$ cat config.mk
export PLATFORM = sky130hd
export DESIGN_NAME = psum_glb_write_arbiter_flat
export DESIGN_NICKNAME = d
export VERILOG_FILES = /design/src/rtl/psum_glb_write_arbiter_if.sv /design/src/rtl/psum_glb_write_arbiter.sv /design/src/flat_wrapper.sv
export SDC_FILE = /design/constraint.sdc
export NUM_CORES = 1
export LEC_CHECK = 0
export CAP_MARGIN = 20
export CORE_MARGIN = 5
export CORE_UTILIZATION = 51
export CTS_BUF_LIST = sky130_fd_sc_hd__clkbuf_8
export DETAILED_ROUTE_END_ITERATION = 10
export PLACE_DENSITY = 0.95
export REMOVE_ABC_BUFFERS = 1
export SLEW_MARGIN = 20
export SYNTH_ARGS = -nofsm -noshare
export SYNTH_HDL_FRONTEND = slang
export SYNTH_SLANG_ARGS = --single-unit
export TNS_END_PERCENT = 100
$ cat constraint.sdc
create_clock -name clk -period 10.3 [get_ports clk]
set_input_delay 2.06 -clock clk [delete_from_list [all_inputs] [get_ports clk]]
set_output_delay 2.06 -clock clk [all_outputs]
set_load 0.05 [all_outputs]
$ cat src/rtl/psum_glb_write_arbiter_if.sv
// Bus between the west psum routers and the GLB psum write arbiter.
// The master side is the set of routers, and it also drives clear.
// The slave side is the arbiter, which owns the GLB write port.
interface psum_glb_write_arbiter_if #(
  parameter int DATA_BITWIDTH     = 16,
  parameter int ADDR_BITWIDTH_GLB = 10,
  parameter int X_dim             = 5,
  parameter int NUM_REQ           = 3
);
  logic                                   clear_i;
  logic [NUM_REQ-1:0]                     req_i;
  logic [NUM_REQ*DATA_BITWIDTH*X_dim-1:0] req_data_i;
  logic [NUM_REQ-1:0]                     ack_o;
  logic                                   write_en_glb_psum;
  logic [ADDR_BITWIDTH_GLB-1:0]           w_addr_glb_psum;
  logic [DATA_BITWIDTH-1:0]               w_data_glb_psum;
  logic                                   busy_o;
  logic [NUM_REQ-1:0]                     overflow_o;

  modport master (
    output clear_i, req_i, req_data_i,
    input  ack_o, write_en_glb_psum, w_addr_glb_psum, w_data_glb_psum,
           busy_o, overflow_o
  );

  modport slave (
    input  clear_i, req_i, req_data_i,
    output ack_o, write_en_glb_psum, w_addr_glb_psum, w_data_glb_psum,
           busy_o, overflow_o
  );
endinterface

$ cat src/rtl/psum_glb_write_arbiter.sv
// Round-robin arbiter for the single GLB psum write port.
// A granted router's X_dim-word vector is captured in one cycle.
// It is then written one word per cycle into that router's own GLB region.
// The write address comes from a running per-router pointer.
module psum_glb_write_arbiter #(
  parameter int DATA_BITWIDTH     = 16,
  parameter int ADDR_BITWIDTH_GLB = 10,
  parameter int X_dim             = 5,
  parameter int NUM_REQ           = 3,
  parameter int PSUM_LOAD_ADDR    = 0,
  parameter int REGION_SIZE       = 64
) (
  input logic                  clk,
  input logic                  reset,
  psum_glb_write_arbiter_if.slave bus
);
  localparam int VW = DATA_BITWIDTH * X_dim;
  localparam int PW = (REGION_SIZE > 1) ? $clog2(REGION_SIZE) : 1;
  localparam int GW = (NUM_REQ > 1) ? $clog2(NUM_REQ) : 1;
  localparam int KW = (X_dim > 1) ? $clog2(X_dim) : 1;

  typedef enum logic {IDLE, WRITE} state_t;

  state_t                       state_q;
  logic [GW-1:0]                lastGrant_q;
  logic [GW-1:0]                grantReg_q;
  logic [KW-1:0]                wordCnt_q;
  logic [VW-1:0]                shiftBuf_q;
  logic [PW-1:0]                ptr_q [NUM_REQ];
  logic [NUM_REQ-1:0]           ack_q;
  logic [NUM_REQ-1:0]           overflow_q;
  logic                         wen_q;
  logic                         busy_q;
  logic [ADDR_BITWIDTH_GLB-1:0] addr_q;
  logic [DATA_BITWIDTH-1:0]     data_q;

  logic                         grantValid_d;
  logic [GW-1:0]                grant_d;
  logic [GW-1:0]                cand_d;
  logic [VW-1:0]                grantVec_d;
  logic [PW-1:0]                curPtr_d;
  logic [PW-1:0]                nextPtr_d;

  // Base of router g's region plus its pointer, truncated to the GLB address width.
  function automatic logic [ADDR_BITWIDTH_GLB-1:0] regionAddr(input logic [GW-1:0] g,
                                                              input logic [PW-1:0] p);
    return ADDR_BITWIDTH_GLB'(PSUM_LOAD_ADDR + int'(g) * REGION_SIZE + int'(p));
  endfunction

  // Pick the first requester after the last one served, wrapping around.
  always_comb begin
    grantValid_d = 1'b0;
    grant_d      = '0;
    cand_d       = '0;
    for (int off = 1; off <= NUM_REQ; off++) begin
      cand_d = GW'((int'(lastGrant_q) + off) % NUM_REQ);
      if (!grantValid_d && bus.req_i[cand_d]) begin
        grantValid_d = 1'b1;
        grant_d      = cand_d;
      end
    end
  end

  // Select the winner's vector, and derive the pointer step for the word being written.
  always_comb begin
    grantVec_d = '0;
    for (int n = 0; n < NUM_REQ; n++) begin
      if (grant_d == GW'(n)) grantVec_d = bus.req_data_i[n*VW +: VW];
    end
    curPtr_d  = ptr_q[grantReg_q];
    nextPtr_d = curPtr_d + 1'b1;
  end

  // Grant/serialise FSM with all bus outputs registered.
  always_ff @(posedge clk or posedge reset) begin
    if (reset) begin
      state_q     <= IDLE;
      lastGrant_q <= GW'(NUM_REQ - 1);
      grantReg_q  <= '0;
      wordCnt_q   <= '0;
      shiftBuf_q  <= '0;
      for (int n = 0; n < NUM_REQ; n++) ptr_q[n] <= '0;
      ack_q       <= '0;
      overflow_q  <= '0;
      wen_q       <= 1'b0;
      busy_q      <= 1'b0;
      addr_q      <= '0;
      data_q      <= '0;
    end else begin
      case (state_q)
        IDLE: begin
          ack_q <= '0;
          if (bus.clear_i) begin
            for (int n = 0; n < NUM_REQ; n++) ptr_q[n] <= '0;
            overflow_q <= '0;
          end else if (grantValid_d) begin
            shiftBuf_q  <= grantVec_d >> DATA_BITWIDTH;
            data_q      <= grantVec_d[DATA_BITWIDTH-1:0];
            addr_q      <= regionAddr(grant_d, ptr_q[grant_d]);
            wen_q       <= 1'b1;
            busy_q      <= 1'b1;
            ack_q       <= NUM_REQ'(1) << grant_d;
            grantReg_q  <= grant_d;
            lastGrant_q <= grant_d;
            wordCnt_q   <= '0;
            state_q     <= WRITE;
          end
        end
        WRITE: begin
          ack_q              <= '0;
          ptr_q[grantReg_q]  <= nextPtr_d;
          if (curPtr_d == '1) overflow_q[grantReg_q] <= 1'b1;
          if (wordCnt_q == KW'(X_dim - 1)) begin
            state_q <= IDLE;
            wen_q   <= 1'b0;
            busy_q  <= 1'b0;
            addr_q  <= '0;
            data_q  <= '0;
          end else begin
            wordCnt_q  <= wordCnt_q + 1'b1;
            addr_q     <= regionAddr(grantReg_q, nextPtr_d);
            data_q     <= shiftBuf_q[DATA_BITWIDTH-1:0];
            shiftBuf_q <= shiftBuf_q >> DATA_BITWIDTH;
          end
        end
        default: state_q <= IDLE;
      endcase
    end
  end

  assign bus.ack_o             = ack_q;
  assign bus.overflow_o        = overflow_q;
  assign bus.write_en_glb_psum = wen_q;
  assign bus.busy_o            = busy_q;
  assign bus.w_addr_glb_psum   = addr_q;
  assign bus.w_data_glb_psum   = data_q;
endmodule

$ cat src/flat_wrapper.sv
// flat-port wrapper written by rule: the top's interface ports become plain ports
module psum_glb_write_arbiter_flat 
#(
  parameter int DATA_BITWIDTH     = 16,
  parameter int ADDR_BITWIDTH_GLB = 10,
  parameter int X_dim             = 5,
  parameter int NUM_REQ           = 3,
  parameter int PSUM_LOAD_ADDR    = 0,
  parameter int REGION_SIZE       = 64
)
  (clk, reset, bus_clear_i, bus_req_i, bus_req_data_i, bus_ack_o, bus_write_en_glb_psum, bus_w_addr_glb_psum, bus_w_data_glb_psum, bus_busy_o, bus_overflow_o);
  psum_glb_write_arbiter_if #(.DATA_BITWIDTH(DATA_BITWIDTH), .ADDR_BITWIDTH_GLB(ADDR_BITWIDTH_GLB), .X_dim(X_dim), .NUM_REQ(NUM_REQ)) bus_i ();
  input logic clk;
  input logic reset;
  input wire logic [$bits(bus_i.clear_i)-1:0] bus_clear_i;
  input wire logic [$bits(bus_i.req_i)-1:0] bus_req_i;
  input wire logic [$bits(bus_i.req_data_i)-1:0] bus_req_data_i;
  output wire logic [$bits(bus_i.ack_o)-1:0] bus_ack_o;
  output wire logic [$bits(bus_i.write_en_glb_psum)-1:0] bus_write_en_glb_psum;
  output wire logic [$bits(bus_i.w_addr_glb_psum)-1:0] bus_w_addr_glb_psum;
  output wire logic [$bits(bus_i.w_data_glb_psum)-1:0] bus_w_data_glb_psum;
  output wire logic [$bits(bus_i.busy_o)-1:0] bus_busy_o;
  output wire logic [$bits(bus_i.overflow_o)-1:0] bus_overflow_o;
  assign bus_i.clear_i = bus_clear_i;
  assign bus_i.req_i = bus_req_i;
  assign bus_i.req_data_i = bus_req_data_i;
  assign bus_ack_o = bus_i.ack_o;
  assign bus_write_en_glb_psum = bus_i.write_en_glb_psum;
  assign bus_w_addr_glb_psum = bus_i.w_addr_glb_psum;
  assign bus_w_data_glb_psum = bus_i.w_data_glb_psum;
  assign bus_busy_o = bus_i.busy_o;
  assign bus_overflow_o = bus_i.overflow_o;
  psum_glb_write_arbiter #(.DATA_BITWIDTH(DATA_BITWIDTH), .ADDR_BITWIDTH_GLB(ADDR_BITWIDTH_GLB), .X_dim(X_dim), .NUM_REQ(NUM_REQ), .PSUM_LOAD_ADDR(PSUM_LOAD_ADDR), .REGION_SIZE(REGION_SIZE)) u_core (.clk(clk), .reset(reset), .bus(bus_i));
endmodule
==> impl_results.md, run 1 <==
* Port Buf Inserts at 277
* CTS Hold Bufs at 0
* Layout cell share with drive strength beyond 1 at approximately 6.5%
* Final Slew Violations at 0
* Antenna diodes at 0
* Iteration count of the initial detailed-routing pass at 5
* Setup TNS at 0 ns
* Final Wtd Congestion at 0.9636
* Post-layout net count at 1,343
* CTS root buffer: clkbuf_8
* Max Fclk at 199.2 MHz
* Clk slew on worst S/H paths at 0.08 ns
* Hold path endpoint: u_core.bus.overflow_o[0]$_DFFE_PP0P_
* Unrepaired setup endpoints after global routing: false
* Final critical path time including I/O delays and setup at 5.019 ns
* Final count of negative-setup-slack endpoints at 0
* H-tree levels at 4
* Post-synth EDFFs at 0
* Worst-path fanout max at 81
* Number of global-route vias before repair at ~8,500
* Async SR Flop Fraction at 100.0%
* Clock Tree Buf Depth at 2
* PD cells at 321.6 nW/um^2
* Worst rel slew slack at a little over a quarter
* Clock sink total at 120
* Die Area at 17,820 sq um
* Reg-to-Reg End: u_core.shiftBuf_q[51]$_DFFE_PP0P_
* Outcome: complete, no violations
* Synth Flop Type: dfrtp_1
* Largest area contributor in the netlist: dfrtp_1
* Post-CTS setup buffer count at 0
* DR vias/cell at 6.723
* CTS tree: yes
* Most frequent cell after synthesis: dfrtp_1
* RR Startpoint: u_core.grantReg_q[0]$_DFFE_PP0P_
* Overflow after GRT at 0
* Seq/Total Area, Yosys at between 30 and 40%
* Post-Syn Area at 7780 sq um
* Pin count of the biggest net entering global routing at 91
* Clk_lat worst skew at 0.45 ns
* Synth top area share at 38.28%
* Crit path DAT at 5.33 ns
* Total core area at 15,090 sq um
* Slew @ Worst Pin at 1.097 ns
* Total wire length at 29,040 um
* Setup crit start kind: primary input
* Initial antenna violation count at 1
* Routed wire per std cell at 22.50 um
* YS warnings at 0
* Hold WC Path Type: flip-flop to flip-flop
* Via Count at 8,680
* Power, Total at 3.521 mW
* Worst VDD drop at 0.0003595 V
* HP Start: u_core.bus.overflow_o[0]$_DFFE_PP0P_
* Avg Inst Size Synth at between 8 and 9 sq um
* Tot GR Track Use at 31.54%
* Synth cell count leaders: dfrtp_1 (119), a21oi_1 (111), nand3_1 (88)
* Max_cap viols at 0
* Initial Util at 51.56%
* Detailed placement HPWL at 19,470 um
* Yosys cell types at 61
* Hold Path Depth at 2
* CTS buffer count at 17
* Hold Violations, Final at 0
* R2R depth at 10
* Drt drc at 0
* Worst clock skew at 0.009215 ns
* P&R area growth vs syn at 40.70%
* Cells after Synth at 877
* DRT iter0 DRCs at 1,037
* ANT nets after route at 0
* Yosys reg bits at 120
* Row Count at 45
* P_leak at 4.749 nW
* Synth top area cells: dfrtp_1 (38%), o211a_1 (8.1%), o211ai_1 (7.8%)
* First-pass GRT wire length at 45,240 um
* R2r setup slk at between 6 and 7 ns
* Worst Setup End Kind: flip-flop
* Worst Setup Path Type: primary input to flip-flop
* Die width at 133.5 um
* Die Ht at 133.5 um
* Number of placed I/O pins at 280
* Period utilization at 48.73%
* Post-CTS sizing at 0
* Data required, critical path at 10.61 ns
worst max path at each step:
stage            startpoint                           endpoint  slack [ns]  cells past startpoint
2_1_floorplan  bus_req_i[2]  u_core.shiftBuf_q[53]$_DFFE_PP0P_        3.24                      6
5_1_grt        bus_req_i[2]  u_core.shiftBuf_q[60]$_DFFE_PP0P_        5.16                      8
3_3_place_gp   bus_req_i[2]  u_core.shiftBuf_q[56]$_DFFE_PP0P_        5.02                      9
4_1_cts        bus_req_i[2]  u_core.shiftBuf_q[51]$_DFFE_PP0P_        5.40                      9
6_report       bus_req_i[2]  u_core.shiftBuf_q[51]$_DFFE_PP0P_        5.28                      9
3_5_place_dp   bus_req_i[2]  u_core.shiftBuf_q[51]$_DFFE_PP0P_        4.92                      9
routing by layer:
metal | vias up | share of wire, % | GRT usage (%)
met3 | 106 | 11 | 8.044
met2 | 610 | 48 | 51.86
met5 | - | 0.045 | 0
met4 | 2 | 3.8 | 14.63
li1 | 3821 | - | -
met1 | 4141 | 37 | 39.04
stage by stage:
| step | hold WS, ns | std cells | worst slack (ns) | area [sq um] | util (%) |
|---|---|---|---|---|---|
| 2_1_floorplan | 0.4609 | 779 | 3.237 | 7345 | - |
| 3_3_place_gp | 0.4654 | 1259 | 5.021 | 10540 | 69.86 |
| 3_5_place_dp | 0.4849 | 1259 | 4.921 | 10540 | 69.86 |
| 4_1_cts | 0.5018 | 1291 | 5.403 | 10940 | 72.50 |
| 5_1_grt | 0.5161 | 1291 | 5.157 | 10950 | 72.55 |
| 6_report | 0.4981 | 1291 | 5.281 | 10950 | 72.55 |
critical path, cell delays in order:
cell and delay [ns]:
clkdlybuf4s50_1 0.54, nor2b_1 0.20, or3_1 0.52, a21boi_4 0.17, buf_4 0.70, nor2_4 0.16
buf_4 0.35, a221oi_1 0.41, o21ai_1 0.11
final cells by class:
type | count | area [sq um]
clock inverters | 14 | 150.1
clock buffers | 18 | 247.7
well taps | 188 | 235.2
inverters | 12 | 47.55
flip-flops and latches | 120 | 3005
multi-input cells | 647 | 4375
repair buffers | 292 | 2885
fillers | 1098 | 4143
logic make-up (layout without fill, tap and decap cells):
group,after synthesis,count (layout),synth area share (%)
compound gates,390,390,36.14
other cells,1,2,0.04820
xor+xnor,9,9,1.013
mux,14,14,1.849
buf+inv,111,336,6.224
fa+ha+maj,7,7,1.126
flops,120,120,38.61
simple gates,225,225,14.99
power breakdown:
group	internal, mW	total [mW]	switching, mW	leakage (nW)
clock	0.222	0.435	0.213	0.184
combinational	0.811	2.30	1.49	3.00
sequential	0.659	0.789	0.130	1.57
sequential cells by signal, summed over array words and instances (netlist names):
register                      cells
u_core.wordCnt_q                  3
u_core.bus.ack_o                  3
u_core.shiftBuf_q                64
u_core.bus.overflow_o             3
u_core.bus.w_data_glb_psum       16
u_core.ptr_q                     18
u_core.lastGrant_q                1
u_core.bus.write_en_glb_psum      1
u_core.state_q                    1
u_core.bus.w_addr_glb_psum        8
u_core.grantReg_q                 2
cells in the final DEF (no fill, tap or decap), types with 10 or more instances in the layout:
master	count
clkdlybuf4s50_1	277
dfrtp_1	118
a21oi_1	109
nand3_1	86
o211ai_1	81
o211a_1	63
and3_1	54
nand2_1	37
o21ai_0	34
a31oi_1	18
clkbuf_8	18
nor2_1	17
a221oi_1	17
a221o_1	16
buf_4	15
mux2i_1	11
inv_1	10
No activity file was read; power rests on OpenSTA's default activity.
==> run 2, diff against run 1 <==
- CORE_UTILIZATION: 51 -> 42
- PLACE_DENSITY: 0.95 -> 0.88
- clock period: 10.3 -> 4.5 ns (I/O delays scaled with it)
==> run 2 against run 1 <==
  * Clock power grew 130%
  * Non-clock buffer count grew 9
  * Sequential share of layout area shrank 0.44 points
  * Sequential power grew 130%
  * Die area grew 20%
  * First-iteration DRC count shrank 39%
  * Count of clock-buffer cells in the layout is the same
  * Highest routed layer is now met4
  * Combinational power grew 130%
  * Critical endpoint is now u_core.bus.w_data_glb_psum[1]$_DFFE_PP0P_
  * Worst setup slack lost 4.1 ns
==> impl_results.md, run 2 (synthesized netlist as in run 1, its figures left out) <==
* CP Launch Point: bus_req_i[2]
* Met2 wire length at 13,760 um
* Overflow after GRT at 0
* First-pass GRT wire length at 45,010 um
* Drt drc at 0
* Via Count at 8,475
* Final Slew Violations at 0
* Worst rel slew slack at roughly a third
* Setup crit start kind: primary input
* Data required, critical path at 4.89 ns
* Number of flip-flops in the largest register at 64
* Routed wire per std cell at 21.48 um
* Clk_lat worst skew at 0.45 ns
* CTS root buffer: clkbuf_8
* Total core area at 18,090 sq um
* Final count of negative-setup-slack endpoints at 0
* Clock Tree Buf Depth at 2
* Clock sink total at 120
* DRT iter0 DRCs at 634
* Post-CTS setup buffer count at 0
* Crit path DAT at 3.74 ns
* Layout cell share with drive strength beyond 1 at 7.104%
* Final Wtd Congestion at between 0.9 and 1
* CTS buffer count at 17
* Antenna diodes at 0
* Fin Hold WS at a little under 0.5 ns
* Iteration count of the initial detailed-routing pass at 5
* Final core utilization at slightly above 60%
* Met3 wire len at 2655 um
* P_leak at around 4.8 nW
* Most common cell after layout, fill and taps aside: clkdlybuf4s50_1
* Largest Register: u_core.shiftBuf_q
* Period utilization at 74.41%
* Wl on met1 at ~12,000 um
* Worst Setup End Kind: flip-flop
* ANT nets after route at 0
* Detailed placement HPWL at 20,230 um
* PD cells at roughly 740 nW/um^2
* RR Startpoint: u_core.grantReg_q[0]$_DFFE_PP0P_
* Post-layout net count at ~1,400
* P&R area growth vs syn at 42.99%
* Final critical path time including I/O delays and setup at 3.348 ns
* Max Fclk at 298.6 MHz
* Clk slew on worst S/H paths at roughly 0.08 ns
* DR vias/cell at 6.320
* Slew @ Worst Pin at 0.9885 ns
* Top sig layer: met4
* Pin count of the biggest net entering global routing at between 80 and 90
* Power, Total at 8.185 mW
* Hold Violations, Final at 0
* Number of global-route vias before repair at 8,493
* Number of placed I/O pins at 280
* Worst VDD drop at 0.0004204 V
* Hold WC Path Type: flip-flop to flip-flop
* Die Ht at 146.1 um
* Row Count at 49
* Worst-path fanout max at 39
* Tot GR Track Use at between 20% and 30%
* Unrepaired setup endpoints after global routing: false
* Die width at ~150 um
* Post-CTS sizing at 0
* Max_cap viols at 0
* HP Start: u_core.bus.overflow_o[0]$_DFFE_PP0P_
* H-tree levels at 4
* Worst clock skew at 0.01399 ns
* Outcome: complete, no violations
* Initial antenna violation count at 0
* CTS tree: yes
* Worst Setup Path Type: primary input to flip-flop
* Total wire length at 28,800 um
* Initial Util at 43.02%
* CTS Hold Bufs at 0
* Most frequent cells in the layout: clkdlybuf4s50_1 (277), dfrtp_1 (118), a21oi_1 (109)
* Port Buf Inserts at 277
* Die Area at 21,350 sq um
## run 2: cell count changes in the layout (fill, tap and decap cells not counted), sizes merged
| cell | change |
|---|---|
| clkinvlp | -1 |
| bufinv | +1 |
| buf | +9 |
## run 2: report_power, final
group          leakage, nW  total (mW)  switching, mW  internal [mW]
logic                 3.06        5.40           3.45           1.95
registers             1.57        1.78          0.275           1.51
clock network        0.199        1.00          0.449          0.554
total                 4.83        8.19           4.17           4.02
## run 2: cell type report
type                       instances  area, sq um
clock inverter                    14        158.9
clock buffer                      18        247.7
tap                              229        286.5
timing repair buffer             301         3003
fill                            1524         6962
sequential                       120         3005
multi-input combinational        647         4375
inverter                          12        47.55
## run 2: final timing paths
path | to | slack (ns) | cells after the start
worst max-delay path | u_core.bus.w_data_glb_psum[1]$_DFFE_PP0P_ | 1.15 | 8
worst min-delay path | u_core.bus.overflow_o[0]$_DFFE_PP0P_ | 0.49 | 2
worst max register to register | u_core.bus.w_data_glb_psum[1]$_DFFE_PP0P_ | 1.27 | 9
worst min register to register | u_core.bus.overflow_o[0]$_DFFE_PP0P_ | 0.49 | 2
max in group asynchronous | u_core.lastGrant_q[1]$_DFFE_PP1P_ | 2.80 | 3
min in group asynchronous | u_core.shiftBuf_q[27]$_DFFE_PP0P_ | 0.87 | 2
## run 2: stage by stage
stage | area [sq um] | TNS [ns] | worst slack (ns) | instances
after global placement | 10720 | 0 | 0.8665 | 1309
after CTS | 11120 | 0 | 1.218 | 1341
after floorplan | 7345 | -103.57 | -1.555 | 779
after detailed placement | 10720 | 0 | 0.7323 | 1309
final | 11120 | 0 | 1.152 | 1341
after global routing | 11120 | 0 | 1.039 | 1341
## run 2: critical path, cell delays in order
cell             delay, ns
clkdlybuf4s50_1       0.54
nor2b_1               0.21
or3_1                 0.50
a21boi_4              0.55
buf_4                 0.49
o211ai_1              0.13
a31oi_1               0.24
a221o_1               0.14
## run 2: metal layers
metal / vias to the layer above / global-route usage [%]
met5: - / 0
met4: 0 / 8.749
met3: 55 / 7.375
met2: 486 / 43.03
met1: 4100 / 32.86
li1: 3834 / -
==> run 3, diff against run 2 <==
- CORE_UTILIZATION: 42 -> 47
- PLACE_DENSITY: 0.88 -> 0.93
- clock period: 4.5 -> 3.45 ns (I/O delays scaled with it)
==> run 3 against run 2 <==
  * Core utilization rose by 6.8 points
  * Final cell count rose by 0.45%
  * Sequential share of layout area fell by 0.20 points
  * First-iteration DRC count rose by 32%
  * Count of clock-buffer cells in the layout rose by 2
  * Final area rose by 0.75%
  * Critical path type is now flip-flop to flip-flop
  * Register-to-register slack got worse by 0.91 ns
  * Wire length rose by 2.6%
==> impl_results.md, run 3 (synthesized netlist as in run 1, its figures left out) <==
* Post-CTS setup buffer count at 0
* Worst path depth at 9
* Internal at 5.250 mW
* P&R area growth vs syn at 44.06%
* Hold Violations, Final at 0
* Worst clock skew at 0.006522 ns
* Crit path DAT at approximately 3.4 ns
* Post-layout net count at about 1,400
* Slew @ Worst Pin at between 1 and 1.5 ns
* Die width at between 100 and 150 um
* Pin count of the biggest net entering global routing at 121
* Period utilization at 89.58%
* Critical-path cell list: inv_1, ha_1, mux2i_1, or3b_1, a21boi_4, nor2_4, buf_4, a21oi_1, o211ai_1
* Reg-to-Reg End: u_core.shiftBuf_q[24]$_DFFE_PP0P_
* Max Fclk at 323.6 MHz
* H-tree levels at 4
* Total core area at 16,410 sq um
* Layout cell share with drive strength beyond 1 at 8.075%
* RR Startpoint: u_core.lastGrant_q[1]$_DFFE_PP1P_
* CP top delay family: simple AND/OR/NAND/NOR gates
* Final Slew Violations at 0
* Placed Cells incl. Taps at 1,318
* Max_cap viols at 0
* CP Buf/Inv Count at 2
* P_leak at 4.918 nW
* Clock sink total at 120
* Detailed placement HPWL at 20,860 um
* Hold WC Path Type: flip-flop to flip-flop
* Critical-path top delay cell: nor2_4
* Worst VDD drop at 0.001035 V
* Total wire length at ~30,000 um
* Switch Pwr at around 5.5 mW
* CP Capture Point: u_core.shiftBuf_q[24]$_DFFE_PP0P_
* ANT nets after route at 0
* Worst Setup End Kind: flip-flop
* Die Area at 19,230 sq um
* Logic pwr share at 68.6%
* Final core utilization at 68.31%
* Layout Cells excl Fill at approximately 1,300
* Worst rel slew slack at 32.23%
* CTS buffer count at 17
* R2R depth at 9
* Clk slew on worst S/H paths at ~0.070 ns
* Setup crit start kind: flip-flop
* Iteration count of the initial detailed-routing pass at 7
* Filler cell count at about 1,300
* Reg power frac at 21.5%
* Data required, critical path at between 3 and 4 ns
* Setup WS post-layout at about 0.36 ns
* Tot GR Track Use at between 20 and 30%
* Largest stage delay, worst path at 0.78 ns
* Initial Util at 47.42%
* DRT iter0 DRCs at 836
* Final critical path time including I/O delays and setup at 3.090 ns
* CTS root buffer: clkbuf_8
* First-pass GRT wire length at 46,750 um
* Die Ht at 138.7 um
* Final count of negative-setup-slack endpoints at 0
* Clock Tree Buf Depth at 2
* Number of flip-flops in the largest register at 64
* Outcome: complete, no violations
* Largest Register: u_core.shiftBuf_q
* Routed wire per std cell at about 22 um
* Antenna diodes at 0
* Drt drc at 0
* Initial antenna violation count at 0
* PD cells at just under 1000 nW/um^2
* Post-CTS sizing at 0
* Sw Ratio at between 50% and 60%
* DP Worst Slack at 0.03099 ns
* Port Buf Inserts at 277
* Most common cell after layout, fill and taps aside: clkdlybuf4s50_1
* Worst Setup Path Type: flip-flop to flip-flop
* CTS tree: yes
* Worst-path fanout max at 36
* Overflow after GRT at 0
* Number of placed I/O pins at 280
* Via Count at between 8,000 and 9,000
* DR vias/cell at 6.414
* CP Launch Point: u_core.lastGrant_q[1]$_DFFE_PP1P_
* Most frequent cells in the layout: clkdlybuf4s50_1 (277), dfrtp_1 (118), a21oi_1 (109)
* R2r setup slk at between 0.3 and 0.4 ns
* Clk_lat worst skew at 0.43 ns
* Row Count at 47
* Unrepaired setup endpoints after global routing: false
* Number of global-route vias before repair at 8,692
* Final Wtd Congestion at roughly 0.98
* Clock share of power at 9.9%
* CTS Hold Bufs at 0
-- run 3: cell count changes in the layout (fill, tap and decap cells not counted) --
cell,delta
clkinvlp_4,-4
buf_12,+4
inv_1,+3
clkbuf_8,+2
bufinv_16,-3
buf_4,+14
clkinv_4,-1
-- run 3: through the flow --
step,cell area (sq um),power [mW],setup TNS (ns),hold WS [ns]
after floorplan,7345,6.672,-243.49,0.4609
after global placement,10890,9.380,0,0.4697
after detailed placement,10890,9.606,0,0.4839
after CTS,11210,10.69,0,0.4981
after global routing,11210,11.43,0,0.5276
final,11210,10.77,0,0.4946
-- run 3: how the worst min path moves through the flow --
stage	cells past startpoint	start	slack, ns	end
after detailed placement	2	u_core.shiftBuf_q[58]$_DFFE_PP0P_	0.48	u_core.shiftBuf_q[58]$_DFFE_PP0P_
after CTS	2	u_core.shiftBuf_q[58]$_DFFE_PP0P_	0.50	u_core.shiftBuf_q[58]$_DFFE_PP0P_
after global routing	2	u_core.shiftBuf_q[58]$_DFFE_PP0P_	0.53	u_core.shiftBuf_q[58]$_DFFE_PP0P_
after floorplan	2	u_core.shiftBuf_q[53]$_DFFE_PP0P_	0.46	u_core.shiftBuf_q[53]$_DFFE_PP0P_
final	2	u_core.bus.overflow_o[0]$_DFFE_PP0P_	0.49	u_core.bus.overflow_o[0]$_DFFE_PP0P_
after global placement	2	u_core.bus.overflow_o[0]$_DFFE_PP0P_	0.47	u_core.bus.overflow_o[0]$_DFFE_PP0P_
-- run 3: worst reg2reg max path: cells and delay by family (launching register included) --
| family | cells | cell delay [ns] |
|---|---|---|
| buffers and inverters | 2 | 0.37 |
| DFF | 1 | 0.54 |
| muxes | 1 | 0.17 |
| AOI/OAI and AO/OA | 3 | 0.46 |
| and+or+nand+nor | 2 | 1.18 |
| adders and majority gates | 1 | 0.29 |
-- run 3: layout make-up --
type / instances / area [sq um] / share of cell area (%)
clock buffer: 20 / 275.3 / 2.456
clock inverter: 9 / 41.29 / 0.3684
inverter: 12 / 47.55 / 0.4242
multi-input combinational: 647 / 4375 / 39.04
sequential: 120 / 3005 / 26.81
tap: 220 / 275.3 / 2.456
timing repair buffer: 319 / 3188 / 28.44
-- run 3: power groups by stage --
| stage | clock network [mW] | logic [mW] | registers (mW) |
|---|---|---|---|
| 2_1_floorplan | 0 | 3.93 | 2.74 |
| 3_3_place_gp | 0 | 7.08 | 2.30 |
| 3_5_place_dp | 0 | 7.28 | 2.33 |
| 4_1_cts | 1.07 | 7.31 | 2.31 |
| 5_1_grt | 1.13 | 7.92 | 2.37 |
| 6_report | 1.06 | 7.38 | 2.32 |
-- run 3: metal layers --
metal	vias to the layer above	part of all wire, %	routed length, um	track usage, %
met4	0	3.6	1067	12.87
met5	-	0	0	0
li1	3869	-	-	-
met3	76	10	2967	7.724
met1	4160	39	11470	37.93
met2	534	48	14050	48.20
